`src/rtl/load_exec_unit_pkg.sv`:
```
// Shared types for the load execution path: decoded load descriptor,
// register-file write control, load size encodings and unit FSM states.
package load_exec_unit_pkg;

  localparam int unsigned cAddrWidth = 32;
  localparam int unsigned cRegSelW   = 5;

  // Values are the funct3 encodings of the load instructions
  typedef enum logic [2:0] {
    LB  = 3'b000,
    LH  = 3'b001,
    LW  = 3'b010,
    LBU = 3'b100,
    LHU = 3'b101
  } tLoadSize;

  typedef enum logic [2:0] {
    IDLE,
    REQ,
    WAIT,
    WB,
    EXC
  } tLoadState;

  typedef struct packed {
    logic                dv;
    logic [cRegSelW-1:0] srcAddr;
    logic [cRegSelW-1:0] destAddr;
    logic [2:0]          size;
    logic [11:0]         imm;
  } tOpLoad;

  typedef struct packed {
    logic                en;
    logic [cRegSelW-1:0] addr;
  } tRegControl;

  // High when the size encoding is illegal or the byte offset breaks natural alignment
  function automatic logic load_fault(input logic [2:0] size, input logic [1:0] off);
    case (size)
      LB, LBU: load_fault = 1'b0;
      LH, LHU: load_fault = off[0];
      LW:      load_fault = |off;
      default: load_fault = 1'b1;
    endcase
  endfunction

endpackage

```
`src/rtl/load_exec_unit_if.sv`:
```
// Data-memory read port: request/grant handshake followed by a read-valid response.
interface load_exec_unit_if;
  import load_exec_unit_pkg::*;

  logic                  oMemReq;
  logic [cAddrWidth-1:0] oMemAddr;
  logic                  iMemGnt;
  logic                  iMemRdv;
  logic [cAddrWidth-1:0] iMemRdata;

  modport master (
    output oMemReq,
    output oMemAddr,
    input  iMemGnt,
    input  iMemRdv,
    input  iMemRdata
  );

  modport slave (
    input  oMemReq,
    input  oMemAddr,
    output iMemGnt,
    output iMemRdv,
    output iMemRdata
  );

endinterface

```
`src/rtl/load_exec_unit_align.sv`:
```
// Combinational lane select and sign/zero extension of a loaded word.
// Kept standalone so a store unit can reuse the lane mapping.
module load_data_align
  import load_exec_unit_pkg::*;
(
  input  logic [31:0] word,
  input  logic [1:0]  off,
  input  tLoadSize    size,
  output logic [31:0] data
);

  logic [7:0]  b;
  logic [15:0] h;

  always_comb begin
    case (off)
      2'd0:    b = word[7:0];
      2'd1:    b = word[15:8];
      2'd2:    b = word[23:16];
      default: b = word[31:24];
    endcase
    h = off[1] ? word[31:16] : word[15:0];

    case (size)
      LB:      data = {{24{b[7]}}, b};
      LBU:     data = {24'b0, b};
      LH:      data = {{16{h[15]}}, h};
      LHU:     data = {16'b0, h};
      LW:      data = word;
      default: data = '0;
    endcase
  end

endmodule

```
`src/rtl/load_exec_unit.sv`:
```
// Load execution unit: effective address, alignment/size check, memory
// request/grant/response handshake and extended writeback. One load at a time.
module load_exec_unit
  import load_exec_unit_pkg::*;
#(
  parameter int unsigned cDataWidth  = 32,
  parameter int unsigned cRegSelBitW = 5
) (
  input  logic                    clk,
  input  logic                    rstn,
  input  tOpLoad                  iLoad,
  input  logic [cDataWidth-1:0]   iRs1Data,
  output logic                    oReady,
  load_exec_unit_if.master        mem,
  output tRegControl              oWb,
  output logic [cDataWidth-1:0]   oWbData,
  output logic                    oExc,
  output logic [cDataWidth-1:0]   oExcAddr
);

  tLoadState              state;
  logic [1:0]             off_q;
  tLoadSize               size_q;
  logic [cRegSelBitW-1:0] dest_q;
  logic [cDataWidth-1:0]  ea;
  logic [cDataWidth-1:0]  aligned;
  logic                   fault;
  logic                   unused_src;

  // Wraps modulo 2^32 by construction
  assign ea         = iRs1Data + {{(cDataWidth-12){iLoad.imm[11]}}, iLoad.imm};
  assign fault      = load_fault(iLoad.size, ea[1:0]);
  assign unused_src = ^iLoad.srcAddr;

  load_data_align u_align (
    .word (mem.iMemRdata),
    .off  (off_q),
    .size (size_q),
    .data (aligned)
  );

  always_ff @(posedge clk or negedge rstn) begin
    if (!rstn) begin
      state        <= IDLE;
      oReady       <= 1'b1;
      mem.oMemReq  <= 1'b0;
      mem.oMemAddr <= '0;
      oWb          <= '0;
      oWbData      <= '0;
      oExc         <= 1'b0;
      oExcAddr     <= '0;
      off_q        <= '0;
      size_q       <= LB;
      dest_q       <= '0;
    end else begin
      oExc   <= 1'b0;
      oWb.en <= 1'b0;
      case (state)
        IDLE: begin
          if (iLoad.dv) begin
            oReady <= 1'b0;
            off_q  <= ea[1:0];
            size_q <= tLoadSize'(iLoad.size);
            dest_q <= iLoad.destAddr;
            if (fault) begin
              state    <= EXC;
              oExc     <= 1'b1;
              oExcAddr <= ea;
            end else begin
              state        <= REQ;
              mem.oMemReq  <= 1'b1;
              mem.oMemAddr <= {ea[cDataWidth-1:2], 2'b00};
            end
          end
        end
        EXC: begin
          state  <= IDLE;
          oReady <= 1'b1;
        end
        REQ: begin
          if (mem.iMemGnt) begin
            state       <= WAIT;
            mem.oMemReq <= 1'b0;
          end
        end
        WAIT: begin
          if (mem.iMemRdv) begin
            state    <= WB;
            oWbData  <= aligned;
            oWb.addr <= dest_q;
            // x0 is never written, though the read itself still happened
            oWb.en   <= |dest_q;
          end
        end
        WB: begin
          state  <= IDLE;
          oReady <= 1'b1;
        end
        default: begin
          state  <= IDLE;
          oReady <= 1'b1;
        end
      endcase
    end
  end

endmodule

```
`src/flat_wrapper.sv`:
```
// flat-port wrapper written by rule: the top's interface ports become plain ports
module load_exec_unit_flat import load_exec_unit_pkg::*;
#(
  parameter int unsigned cDataWidth  = 32,
  parameter int unsigned cRegSelBitW = 5
)
  (clk, rstn, iLoad, iRs1Data, oReady, oWb, oWbData, oExc, oExcAddr, mem_oMemReq, mem_oMemAddr, mem_iMemGnt, mem_iMemRdv, mem_iMemRdata);
  load_exec_unit_if mem_i ();
  input  logic clk;
  input  logic rstn;
  input  tOpLoad iLoad;
  input  logic [cDataWidth-1:0] iRs1Data;
  output logic oReady;
  output tRegControl oWb;
  output logic [cDataWidth-1:0] oWbData;
  output logic oExc;
  output logic [cDataWidth-1:0] oExcAddr;
  output wire logic [$bits(mem_i.oMemReq)-1:0] mem_oMemReq;
  output wire logic [$bits(mem_i.oMemAddr)-1:0] mem_oMemAddr;
  input wire logic [$bits(mem_i.iMemGnt)-1:0] mem_iMemGnt;
  input wire logic [$bits(mem_i.iMemRdv)-1:0] mem_iMemRdv;
  input wire logic [$bits(mem_i.iMemRdata)-1:0] mem_iMemRdata;
  assign mem_oMemReq = mem_i.oMemReq;
  assign mem_oMemAddr = mem_i.oMemAddr;
  assign mem_i.iMemGnt = mem_iMemGnt;
  assign mem_i.iMemRdv = mem_iMemRdv;
  assign mem_i.iMemRdata = mem_iMemRdata;
  load_exec_unit #(.cDataWidth(cDataWidth), .cRegSelBitW(cRegSelBitW)) u_core (.clk(clk), .rstn(rstn), .iLoad(iLoad), .iRs1Data(iRs1Data), .oReady(oReady), .mem(mem_i), .oWb(oWb), .oWbData(oWbData), .oExc(oExc), .oExcAddr(oExcAddr));
endmodule
```
`config.mk`:
```
export PLATFORM = sky130hd
export DESIGN_NAME = load_exec_unit_flat
export DESIGN_NICKNAME = d
export VERILOG_FILES = /design/src/rtl/load_exec_unit_pkg.sv /design/src/rtl/load_exec_unit_if.sv /design/src/rtl/load_exec_unit_align.sv /design/src/rtl/load_exec_unit.sv /design/src/flat_wrapper.sv
export SDC_FILE = /design/constraint.sdc
export NUM_CORES = 1
export LEC_CHECK = 0
export ABC_AREA = 0
export CORE_UTILIZATION = 30
export DETAILED_ROUTE_END_ITERATION = 6
export SLEW_MARGIN = 0
export SYNTH_ARGS = -nofsm -noshare
export SYNTH_HDL_FRONTEND = slang
export SYNTH_SLANG_ARGS = --single-unit
```
`constraint.sdc`:
```
create_clock -name clk -period 2.6 [get_ports clk]
set_clock_uncertainty 0.05 [all_clocks]
set_input_delay 0.52 -clock clk [delete_from_list [all_inputs] [get_ports clk]]
set_output_delay 0.52 -clock clk [all_outputs]
set_load 0.01 [all_outputs]
```
==> flow_summary.json <==
{
  "p_total_w": 0.01051,
  "synthTopCellsByArea": "dfrtp_1 42%, nand2_1 7.2%, ha_1 5.7%",
  "gr-total-overflow": 0,
  "ant_nets": 0,
  "synth_top_area_share_pct": 41.94,
  "start_util_pct": 31.06,
  "critPathRequiredTime_ps": 2880,
  "grt_pass1_wl_mm": 35.96,
  "ios": 199,
  "drt_pass1_iterations": 5,
  "async_flop_share_pct": 100.0,
  "synth_area_um2": 6862,
  "std_cell_rows": 54,
  "antenna_found_initial": 0,
  "hpwlAfterDp_mm": 17.33,
  "crit_family": "compound AO/OA/AOI/OAI gates",
  "vias": 6750,
  "status": "completed",
  "cp-startpoint": "iLoad[4]",
  "slew_headroom_pct": 55.76,
  "setup_tns_ps": 0,
  "clk_path_buf_depth": 2,
  "clk_latency_ps": 410,
  "die-area_um2": 23480,
  "worst_path_largest_cell_delay_ps": 500,
  "crit_fanout": 3,
  "synth_xor_area_share_pct": 2.681,
  "ys_types": 73,
  "yosys_most_used_dff": "dfrtp_1",
  "p_leak_nw": 4.868,
  "fp.dieW_um": 153.2,
  "cp-start-kind": "input pin",
  "core_area_um2": 22090,
  "drt_iter0_drc": 389,
  "nets": 1186,
  "power.density_nw_per_um2": 952.3,
  "end_kind": "flip-flop",
  "yosysTopAreaCell": "dfrtp_1",
  "fillers": 2035,
  "track_usage_pct": 19.57,
  "max_freq_mhz": 392.5,
  "cts-root-buf": "clkbuf_16",
  "synthSimpleGateAreaFrac_pct": 15.55,
  "viasPerCell": 4.989,
  "clkSlewWorstSetupHoldPaths_ps": 60,
  "synth_edf_count": 0,
  "synth_seq_area_share_pct": 42.32,
  "synthMuxAreaShare_pct": 5.799,
  "cts_sinks": 116,
  "num_antenna_cells": 0,
  "drc_errors": 0,
  "yosys_register_bits": 116,
  "setup_viol_count_final": 0,
  "reg2reg_from": "u_core.off_q[1]$_DFFE_PN0P_",
  "hold_class": "input pin to async pin",
  "maxCapViolCount": 0,
  "cts_tree": "yes",
  "worstPathBufferInverterCount": 2,
  "cpMostUsedCell": "a21oi_4",
  "drive_above_1_share_pct": 24.51,
  "numCtsBuffers": 17,
  "ys_warn_count": 0,
  "grt_max_degree": 50,
  "slowest_stage": "clkdlybuf4s50_1",
  "drt_wl_total_mm": 22.52,
  "final-hold-violation-count": 0,
  "setup.worst_path.class": "input pin to flip-flop",
  "period_share_pct": 97.98,
  "slew_viol_final": 0,
  "arrival_ps": 2820,
  "avgRoutedWirePerCell_um": 16.64,
  "synth_area_per_cell_um2": 9.137,
  "synth-compound-area-share_pct": 23.41,
  "htreeDepth": 4,
  "routabilityCongestion": 0.8861,
  "crit_path_cell_trace": "clkdlybuf4s50_1, ha_4, a21o_1, a21oi_4, a21oi_4, o311ai_4, buf_4, a21oi_4, o21a_1, o31ai_2",
  "synthAdderAreaFrac_pct": 5.945,
  "final.min_clock_period_ps": 2547,
  "grt_pass1_vias": 6901,
  "worst_pin_slew_ps": 661.2,
  "port_buffers": 191,
  "syn_inst": 751,
  "synth_top_family_by_area": "compound AO/OA/AOI/OAI gates",
  "ir_drop_mv": 0.3787,
  "area_growth_pct": 60.90,
  "fp.dieH_um": 153.2
}
[layout make-up]
| type | count | area, um2 | share of cell area [%] |
|---|---|---|---|
| clock inverters | 9 | 127.6 | 1.156 |
| flip-flops and latches | 116 | 2904 | 26.30 |
| inverters | 17 | 63.81 | 0.5780 |
| multi-input cells | 568 | 4034 | 36.54 |
| repair buffers | 340 | 3093 | 28.01 |
| clock buffers | 23 | 467.9 | 4.238 |
| well taps | 280 | 350.3 | 3.173 |
[path summary, 6_finish.rpt]
kind                            cells past startpoint  slack [ps]                         endpoint
worst min register to register                      2         430   u_core.oWbData[23]$_DFFE_PN0P_
worst min-delay path                                1           6        u_core.oWb[2]$_DFFE_PN0P_
min in group clk                                    2         430   u_core.oWbData[23]$_DFFE_PN0P_
max in group asynchronous                           2        1810   u_core.oExcAddr[5]$_DFFE_PN0P_
worst max register to register                      6         630   u_core.oWbData[10]$_DFFE_PN0P_
worst max-delay path                               10          50  u_core.oExcAddr[26]$_DFFE_PN0P_
[registers in the layout, summed over array words and instances (netlist names)]
register	cells
u_core.oExcAddr	32
u_core.mem.oMemAddr	30
u_core.size_q	3
u_core.dest_q	5
u_core.oExc	1
u_core.off_q	2
u_core.mem.oMemReq	1
u_core.oWbData	32
u_core.state	3
u_core.oReady	1
u_core.oWb	6
[placed cells by master (no fill, tap or decap), types with 10 or more instances in the layout]
master / n
o21ai_1: 34
xnor2_1: 10
ha_4: 13
ha_1: 15
buf_4: 144
a21oi_1: 50
clkbuf_16: 17
nand2_1: 130
o21ai_0: 58
dfrtp_1: 115
clkdlybuf4s50_1: 177
nor2_1: 37
inv_1: 14
nand4_1: 10
a21o_1: 23
mux2_2: 16
xor2_1: 10
nand3_1: 12
[routing by layer]
metal  GRT usage [%]  wire [um]  up-vias
li1                -          -     3331
met4           6.109        333        0
met5               0          0        -
met2           32.79      10810      228
met3           4.508       1162       24
met1           24.91      10210     3167
[through the flow]
stage                     utilization [%]  instance area [um2]  hold WS, ps  std cells  setup WS [ps]
after floorplan                         -                 6868        174.4        752          28.93
after global placement              45.48                10050        412.7       1317         -725.1
after detailed placement            45.48                10050        419.9       1317         -750.1
after CTS                           49.31                10900        6.325       1351         0.5318
after global routing                49.97                11040        14.84       1353         -18.31
final                               49.97                11040        6.345       1353          52.50
[logic make-up (layout without fill, tap and decap cells)]
| group | after synthesis | after routing |
|---|---|---|
| buf+inv | 68 | 389 |
| compound gates | 249 | 249 |
| xor+xnor | 21 | 21 |
| mux | 29 | 29 |
| fa+ha+maj | 32 | 32 |
| other cells | 1 | 2 |
| flops | 116 | 116 |
| simple gates | 235 | 235 |
[synthesized netlist by cell type, types with 2 or more instances]
| cell | number |
|---|---|
| buf_4 | 4 |
| o31ai_1 | 9 |
| or2_1 | 2 |
| mux4_2 | 7 |
| nand2_1 | 132 |
| a21oi_1 | 54 |
| a222oi_1 | 7 |
| nand4_1 | 10 |
| o21bai_1 | 5 |
| nand3_1 | 12 |
| mux2i_1 | 6 |
| nand2b_1 | 6 |
| inv_1 | 16 |
| nor2_1 | 38 |
| mux2_2 | 16 |
| nor3_1 | 7 |
| a2111o_1 | 2 |
| xnor2_1 | 10 |
| buf_1 | 5 |
| and2_1 | 3 |
| a31oi_1 | 6 |
| ha_1 | 31 |
| a41oi_1 | 2 |
| nor2b_1 | 5 |
| a221o_1 | 2 |
| xor2_1 | 11 |
| a22oi_1 | 4 |
| o21ai_0 | 60 |
| a211oi_1 | 4 |
| a221oi_1 | 9 |
| nand4b_1 | 3 |
| nor3_2 | 3 |
| o311ai_1 | 3 |
| clkbuf_1 | 31 |
| dfrtp_1 | 115 |
| o21ai_1 | 35 |
| o21a_1 | 6 |
| a21o_1 | 23 |
| buf_2 | 10 |
| nor3b_1 | 4 |
[repair_timing]
item,4_1_cts,5_1_grt
cloned,0,0
gates resized for setup,45,27
hold buffers,0,0
endpoints found under the hold margin,0,0
endpoints found under the setup margin,49,24
setup buffers,2,2
pin swaps,16,15
[power breakdown]
part           leakage (nW)  switching, W  internal, W  total (W)
sequential             1.46      0.000610      0.00265    0.00326
combinational          3.12       0.00221      0.00266    0.00486
clock                 0.283      0.000838      0.00155    0.00239
(Power assumes the default switching activity.)
